File: src/rtl/fifo_sync.sv
// Single-clock first-in first-out buffer with registered read data and
// occupancy-derived empty/full flags.
module fifo_sync #(
    parameter int WIDTH = 6,
    parameter int DEPTH = 8
) (
    input  logic             clk,
    input  logic             reset,
    input  logic             WE,
    input  logic             RE,
    input  logic [WIDTH-1:0] data_in,
    output logic [WIDTH-1:0] data_out,
    output logic             empty,
    output logic             full
);

    localparam int PW = $clog2(DEPTH);
    localparam int CW = PW + 1;

    logic [WIDTH-1:0] mem [DEPTH];

    logic [PW-1:0]    wptr_q, wptr_d;
    logic [PW-1:0]    rptr_q, rptr_d;
    logic [CW-1:0]    count_q, count_d;
    logic [WIDTH-1:0] data_out_q, data_out_d;
    logic             wr_en, rd_en;

    always_comb begin
        empty = (count_q == '0);
        full  = (count_q == CW'(DEPTH));
        rd_en = RE && !empty;
        // When full, a concurrent read frees the slot the write lands in.
        wr_en = WE && (!full || rd_en);

        wptr_d     = wptr_q;
        rptr_d     = rptr_q;
        count_d    = count_q;
        data_out_d = data_out_q;

        if (wr_en) begin
            wptr_d = wptr_q + PW'(1);
        end
        if (rd_en) begin
            rptr_d     = rptr_q + PW'(1);
            data_out_d = mem[rptr_q];
        end

        case ({wr_en, rd_en})
            2'b10:   count_d = count_q + CW'(1);
            2'b01:   count_d = count_q - CW'(1);
            default: count_d = count_q;
        endcase
    end

    always_ff @(posedge clk or negedge reset) begin
        if (!reset) begin
            wptr_q     <= '0;
            rptr_q     <= '0;
            count_q    <= '0;
            data_out_q <= '0;
        end else begin
            wptr_q     <= wptr_d;
            rptr_q     <= rptr_d;
            count_q    <= count_d;
            data_out_q <= data_out_d;
        end
    end

    // Storage is not cleared; gating on reset keeps writes inert while held.
    always_ff @(posedge clk) begin
        if (wr_en && reset) begin
            mem[wptr_q] <= data_in;
        end
    end

    assign data_out = data_out_q;

endmodule

File: config.mk
export PLATFORM = sky130hd
export DESIGN_NAME = fifo_sync
export DESIGN_NICKNAME = d
export VERILOG_FILES = /design/src/rtl/fifo_sync.sv
export SDC_FILE = /design/constraint.sdc
export NUM_CORES = 1
export LEC_CHECK = 0
export ABC_CLOCK_PERIOD_IN_PS = 5300
export CAP_MARGIN = 20
export CORE_MARGIN = 1.5
export CORE_UTILIZATION = 61
export CTS_BUF_LIST = sky130_fd_sc_hd__clkbuf_8
export DETAILED_ROUTE_END_ITERATION = 7
export PLACE_DENSITY = 0.91
export RECOVER_POWER = 100
export SYNTH_ARGS = -nofsm -noshare
export SYNTH_HDL_FRONTEND = slang
export SYNTH_SLANG_ARGS = --single-unit
File: constraint.sdc
create_clock -name clk -period 5.3 [get_ports clk]
set_clock_uncertainty 0.2 [all_clocks]
set_input_delay 1.325 -clock clk [delete_from_list [all_inputs] [get_ports clk]]
set_output_delay 1.325 -clock clk [all_outputs]
set_load 0.05 [all_outputs]
# == Yosys cells after proc, flatten, opt, wreduce, memory -nomap -nowiden ==
# Memory sizes are Yosys's and may differ from the RTL's. A register that Yosys moved wholly into a read port is not among the register bits.
# Index checks and enable logic that the tools add are counted.
# classes
addsub,4
mul,0
div,0
magnitude_cmp,0
eq_ne,3
n_shift,0
n_mux,3
bitwise_logic,0
reduce_logical,9
# ops
op,n
$pmux 4 s2,1
$add 3x1->3 const B,2
$add 4x1->4 const B,1
$eq 4x4->1 const B,1
$logic_not 4->1,1
$sub 4x1->4 const B,1
$logic_and 1x1->1,3
$logic_not 1->1,3
$eq 2x1->1 const B,1
$eq 2x2->1 const B,1
$mux 1,2
$reduce_bool 2->1,1
$logic_or 1x1->1,1
# word_totals
register_bits,10
latchBits,0
ram_bits,48
romBits,0
inputBits,10
out_inout_bits,8
wordCells,23
memories,1
# memory_table
memory,words,word_bits,read_ports,rd_ports_with_merged_regs,write_ports,line_no,text
mem,8,6,1,1,1,20,logic [WIDTH-1:0] mem [DEPTH];

# == Longest topological paths before layout ==
# Gate-level depths: netlist of the first run.
# logic_depth
word_depth,8
ltp_mapped,8
depth_no_buf,8

# == Worst setup path after synthesis of the first run ==
# Ideal clock, no wire load.
# synth_timing
path_kind,flip-flop to output port
from,register count_q[1]
to,output empty
arrival_ns,1.504
required_ns,3.775
path_slack_ns,2.271
stages_incl_launch_ff,3
n_path_buf,0
path_cell_list,dfrtp_1 or3_4 nor2_1
# synth_between
elab_chain_cells,1
# synth_rtl
element,line_no,text
from (decl),24,"logic [CW-1:0] count_q, count_d;"
from (signal assigned),64,count_q <= count_d;
$logic_not 4->1,29,empty = (count_q == '0);
to (decl),13,"output logic empty,"
# No other way between the ends.

# == Worst setup path after layout of the first run ==
# layout_timing
from,register count_q[1]
to,output full
# layout_between
elab_chain_cells,1
# layout_rtl
element,line_no,text
$eq 4x4->1,30,full = (count_q == CW'(DEPTH));
to (decl),14,output logic full
# No other way between the ends.

==> results of run 1 <==
## logic make-up (layout without fill, tap and decap cells)
family | after synthesis | in the layout
and+or+nand+nor | 34 | 34
AOI/OAI and AO/OA | 25 | 25
DFF | 64 | 64
adders and majority gates | 5 | 5
buffers and inverters | 9 | 42
xor gates and xnor gates | 8 | 8
muxes | 28 | 28
## worst register-to-register path, cell delays in order (launching register included)
cell,delay (ps)
dfrtp_1,460
o41ai_4,850
or2_0,310
inv_1,100
ha_1,310
a21o_1,200
a21oi_1,210
mux2i_1,260
xor2_1,160
## metrics by stage
step                      hold WS [ps]  setup WS (ps)   util  total power (uW)  instances
after floorplan                    303           2270      -              1190        173
after global placement             275           1480  0.683              1310        242
after detailed placement           285           1260  0.683              1360        242
after CTS                          310           1500  0.738              1870        258
after global routing               314           1410  0.729              1900        258
final                              288           1460  0.729              1830        258
## Yosys cell counts (2+ instances only)
library cell and number:
buf_2 2, mux2_1 3, nor4_1 2, mux2i_1 14, nor2_1 7, dfrtp_1 16, edfxtp_1 48, o21ai_1 6
buf_6 2, ha_1 4, nand2_1 14, o22ai_1 6, a221o_1 6, xnor2_1 5, mux2_2 10, xor2_1 3
nor3_1 4, inv_1 5
## final cells by class
type	instances	area (um2)	share of cell area
tap	52	65.1	0.0206
clock inverter	7	111	0.0353
clock buffer	9	124	0.0393
multi-input combinational	100	803	0.255
sequential	64	1840	0.584
inverter	5	18.8	0.00595
timing repair buffer	21	189	0.0599
## per-layer routing
| layer | GRT usage | wire length (um) | vias to the layer above |
|---|---|---|---|
| met2 | 0.384 | 2760 | 65 |
| li1 | - | - | 719 |
| met1 | 0.303 | 2180 | 761 |
| met5 | 0 | 0 | - |
| met4 | 0.0833 | 66 | 0 |
| met3 | 0.0785 | 356 | 10 |
## worst max path at each step
stage | end | slack (ps)
after global routing | full | 1410
after global placement | count_q[3] | 1480
after CTS | full | 1500
after floorplan | empty | 2270
after detailed placement | count_q[3] | 1260
final | full | 1460
## sequential cells by signal, indices dropped and copies added, names as in the netlist
register / cells
wptr_q: 3
rptr_q: 3
data_out: 6
mem: 48
count_q: 4
## where the power goes
group | switching, uW | internal [uW] | total, uW
clock | 180 | 309 | 488
combinational | 350 | 247 | 597
sequential | 111 | 634 | 745
total | 640 | 1190 | 1830
==> results_dict.tcl, run 1 <==
set metrics [dict create \
    seq_cells_post_synth 64 \
    initial_core_utilization 0.629 \
    cts_sinks 64 \
    fraction_of_registers_with_async_set_reset 0.250 \
    tritoncts_clock_tree "yes" \
    path_class "register to output port" \
    antenna_found_initial 0 \
    power.density_nw_per_um2 581 \
    cap_violations 0 \
    nNetsFinal 216 \
    worstHoldStart "data_out[2]" \
    dr_total_vias 1555 \
    max-slew-margin-rel 0.332 \
    finalInstanceArea_um2 3150 \
    synth_simple_gate_area_share 0.0621 \
    synth.area.mux_share 0.111 \
    numPortBuffers 17 \
    worstPathCellList "or4b_4, inv_1, dlygate4sd3_1" \
    max_freq_mhz 260 \
    initialDrtViolationCount 130 \
    worst_ir_drop_vdd_uv 248 \
    fp.dieArea_um2 4870 \
    crit_start "count_q[1]" \
    htree_num_levels 3 \
    rows 24 \
    synth_edf_count 48 \
    postCtsHoldBufs 0 \
    worstHoldPathType "register to register" \
    synthToLayoutAreaGrowth_pct 15.9 \
    detailed_place_hpwl_um 3490 \
    drt-pass1-iter-count 4 \
    cp_slowest_cell "dlygate4sd3_1" \
    core_area_um2 4320 \
    r2r_end "count_q[3]" \
    critPathLaunchType "register" \
    synth.cell_area_um2 2720 \
    synth_cell_type_count 34 \
    cp_slowest_stage_delay_ps 870 \
    maxSlewViolCount 0 \
    wl_per_cell_um 20.8 \
    drtAntennaViolNets 0 \
    least_margin_pin_slew_ps 995 \
    tritoncts.num_buffers 9 \
    hold_violations 0 \
    layout-drive-gt1-share 0.141 \
    gp_congestion 0.821 \
    worst_ep_required_time_ps 3770 \
    synthesis.nets 188 \
    regToRegStartpoint "count_q[1]" \
    die-width_um 69.8 \
    synth_top_area_frac 0.530 \
    layout.cells.most_common_list "48 x edfxtp_1, 16 x dfrtp_1, 16 x dlygate4sd3_1" \
    grt_start_max_net_pins 18 \
    root_cell_of_the_clock_tree "clkbuf_8" \
    setup_violations_final 0 \
    first_global_vias 1614 \
    post-synth-top-area-cell "edfxtp_1" \
    critPathBufInv 2 \
    synthAdderAreaFrac 0.0257 \
    hold_path_depth 2 \
    run_status "complete, no violations" \
    total_leakage_power_uw 0.00119 \
    grt_first_pass_wirelength_um 8370 \
    cts_buffer_depth 2 \
    critical-path-top-delay-family "buffers and inverters" \
    timing.setup.tns_ps 0 \
    synth_top_family_by_area "multiplexers" \
    chipHeight_um 69.8 \
    synth_flop_cell "edfxtp_1" \
    drc_errors 0 \
    cts.repair_timing.setup_buffer_count 0 \
    globalRoute.totalOverflow 0 \
    endpoint_kind "output port" \
    worstSkewPairLatency_ps 340 \
    globalRouteTotalUtil 0.238 \
    ratio_of_final_minimum_period_to_clock_period 0.725 \
    top_level_ports 18 \
    r2r_slack_ps 2170 \
    finalCriticalPeriod_ps 3840 \
    grt_setup_unrepaired "false" \
    arrival_ps 2320 \
    drt-total-wl_um 5360 \
    post_synth_main_area_contributors "edfxtp_1 53%, dfrtp_1 15%, mux2i_1 5.1%" \
    final.fill_count 268 \
    hold-path-endpoint "data_out[2]" \
    synthesis.instances 173 \
    yosys_warnings 0 \
    commonest_non_fill_non_tap_cell_in_the_layout "edfxtp_1" \
    antenna-diode-count 0 \
    dpl_cell_area_um2 2950 \
    synth_area_per_cell_um2 15.7 \
    critical_path_cell_count 3 \
    synth_compound_gate_area_share 0.0800 \
    critical_path_peak_fanout 5 \
    yosys.area_share.xor_xnor 0.0257 \
    routed_via_density 6.03 \
    r2r.worst_path.cells 8 \
    cts.clk_slew.worst_paths_ps 70 \
    synth-seq-area-share 0.677 \
    cts_repair_resizes 0 \
]
No activity file was read; power rests on OpenSTA's default activity.
==> run 2, diff against run 1 <==
--- a/config.mk
+++ b/config.mk
@@ -5,7 +5,7 @@
 export SDC_FILE = /design/constraint.sdc
 export NUM_CORES = 1
 export LEC_CHECK = 0
-export ABC_CLOCK_PERIOD_IN_PS = 5300
+export ABC_CLOCK_PERIOD_IN_PS = 3900
 export CAP_MARGIN = 20
 export CORE_MARGIN = 1.5
 export CORE_UTILIZATION = 61
==> constraint.sdc (replaced) <==
create_clock -name clk -period 3.9 [get_ports clk]
set_clock_uncertainty 0.2 [all_clocks]
set_input_delay 0.975 -clock clk [delete_from_list [all_inputs] [get_ports clk]]
set_output_delay 0.975 -clock clk [all_outputs]
set_load 0.05 [all_outputs]
==> run 2 against run 1 <==
  * Global-route usage rose by 0.84 points
  * Hold slack better by 11 ps
  * Clock power grew 24%
  * Non-clock buffer count increased by 4
  * Critical path depth stayed put
  * Sequential share of layout area unchanged
  * Count of clock-buffer cells in the layout is the same
  * Largest cell class unchanged
  * Die area did not move
  * Combinational power up 33%
  * Register-to-register slack worse by 1600 ps
  * First-iteration DRC count is 11% lower
  * Critical path type unchanged
==> results_dict.tcl, run 2 (synthesized netlist as in run 1, its figures left out) <==
set metrics [dict create \
    die-width_um 69.8 \
    finalCriticalPeriod_ps 3500 \
    timing.setup.tns_ps 0 \
    globalRouteTotalUtil 0.246 \
    grt_start_max_net_pins 20 \
    initial_core_utilization 0.629 \
    timing.final.ws_setup_ps 404 \
    root_cell_of_the_clock_tree "clkbuf_8" \
    dr_total_vias 1548 \
    drt-pass1-iter-count 4 \
    largest-register "mem" \
    rows 24 \
    cts.clk_slew.worst_paths_ps 70 \
    max_freq_mhz 286 \
    endpoint_kind "output port" \
    worstHoldPathType "register to register" \
    regArea_um2 1840 \
    cts.repair_timing.setup_buffer_count 0 \
    total_leakage_power_uw 0.00117 \
    run_status "complete, no violations" \
    cts_buffer_depth 2 \
    max-slew-margin-rel 0.128 \
    power.density_nw_per_um2 762 \
    multi_input_comb_area_um2 810 \
    cp_slowest_stage_delay_ps 870 \
    synthToLayoutAreaGrowth_pct 15.9 \
    worst_ir_drop_vdd_uv 419 \
    numPortBuffers 17 \
    largest_register_ff_count 48 \
    wl_per_cell_um 20.5 \
    ratio_of_final_minimum_period_to_clock_period 0.896 \
    nNetsFinal 220 \
    grt_first_pass_wirelength_um 8710 \
    arrival_ps 2320 \
    totalPowerFinal_uw 2400 \
    drtAntennaViolNets 0 \
    core_area_um2 4320 \
    drt-total-wl_um 5370 \
    chipHeight_um 69.8 \
    globalRoute.totalOverflow 0 \
    cts_repair_resizes 0 \
    worstSkewPairLatency_ps 350 \
    initialDrtViolationCount 116 \
    layout.cells.most_common_list "48 x edfxtp_1, 17 x dlygate4sd3_1, 16 x dfrtp_1" \
    fp.dieArea_um2 4870 \
    hold_violations 0 \
    critical_path_peak_fanout 5 \
    drc_errors 0 \
    cp_slowest_cell "dlygate4sd3_1" \
    antenna_found_initial 0 \
    place_ws_ps 255 \
    postCtsHoldBufs 0 \
    path_class "register to output port" \
    maxSlewViolCount 0 \
    htree_num_levels 3 \
    tritoncts_clock_tree "yes" \
    setup_violations_final 0 \
    critPathLaunchType "register" \
    final.fill_count 268 \
    antenna-diode-count 0 \
    detailed_place_hpwl_um 3630 \
    post-route-util 0.729 \
    gp_congestion 0.837 \
    routed_via_density 5.91 \
    hold_ws_ps 298 \
    top_level_ports 18 \
    grt_setup_unrepaired "false" \
    commonest_non_fill_non_tap_cell_in_the_layout "edfxtp_1" \
    worstPathCellList "or4b_4, inv_1, dlygate4sd3_1" \
    worst_ep_required_time_ps 2720 \
    cts_sinks 64 \
    tritoncts.num_buffers 9 \
    layout-drive-gt1-share 0.143 \
    cap_violations 0 \
    least_margin_pin_slew_ps 1290 \
    first_global_vias 1610 \
]
-- run 2: worst paths after layout --
check / startpoint / endpoint / slack, ps / cells past startpoint
setup / recovery: count_q[1] / full / 400 / 3
hold / removal: data_out[5] / data_out[5] / 300 / 2
setup reg to reg: count_q[1] / count_q[3] / 540 / 8
hold reg to reg: data_out[5] / data_out[5] / 300 / 2
max in group asynchronous: reset / rptr_q[2] / 1640 / 2
min in group asynchronous: reset / data_out[4] / 1240 / 2
-- run 2: worst max-delay path: cells and delay by family (launching register included) --
kind                   cells  cell delay, ps
AND/OR/NAND/NOR            1             590
flip-flops                 1             450
buffers and inverters      2             940
-- run 2: power breakdown --
group,internal (uW),total (uW),switching [uW]
clock network,353,605,252
logic,338,796,458
registers,862,1000,139
total,1550,2400,849
-- run 2: final cells by class --
| class | instances | area share |
|---|---|---|
| clock buffers | 9 | 0.0393 |
| flip-flops and latches | 64 | 0.584 |
| multi-input cells | 100 | 0.257 |
| well taps | 52 | 0.0206 |
| clock inverters | 7 | 0.0274 |
| inverters | 5 | 0.00595 |
| repair buffers | 25 | 0.0659 |
-- run 2: per-stage QoR --
step	instance area (um2)	std cells
finish	3150	262
global route	3150	262
CTS	3190	262
detailed placement	2980	246
global placement	2980	246
floorplan	2720	173
-- run 2: layer usage --
metal / up-vias / share of wire / wire length, um / track usage
li1: 731 / - / - / -
met1: 776 / 0.44 / 2350 / 0.327
met2: 36 / 0.51 / 2750 / 0.381
met3: 5 / 0.042 / 226 / 0.0974
met4: 0 / 0.011 / 57 / 0.0705
met5: - / 0 / 0 / 0
==> run 3, diff against run 2 <==
--- a/config.mk
+++ b/config.mk
@@ -10,6 +10,7 @@
 export CORE_MARGIN = 1.5
 export CORE_UTILIZATION = 61
 export CTS_BUF_LIST = sky130_fd_sc_hd__clkbuf_8
+export CTS_CLUSTER_DIAMETER = 200
 export DETAILED_ROUTE_END_ITERATION = 7
 export PLACE_DENSITY = 0.91
 export RECOVER_POWER = 100
==> results of run 3 <==
Same layout as run 2: the final DEF is identical, and so are final timing and power.
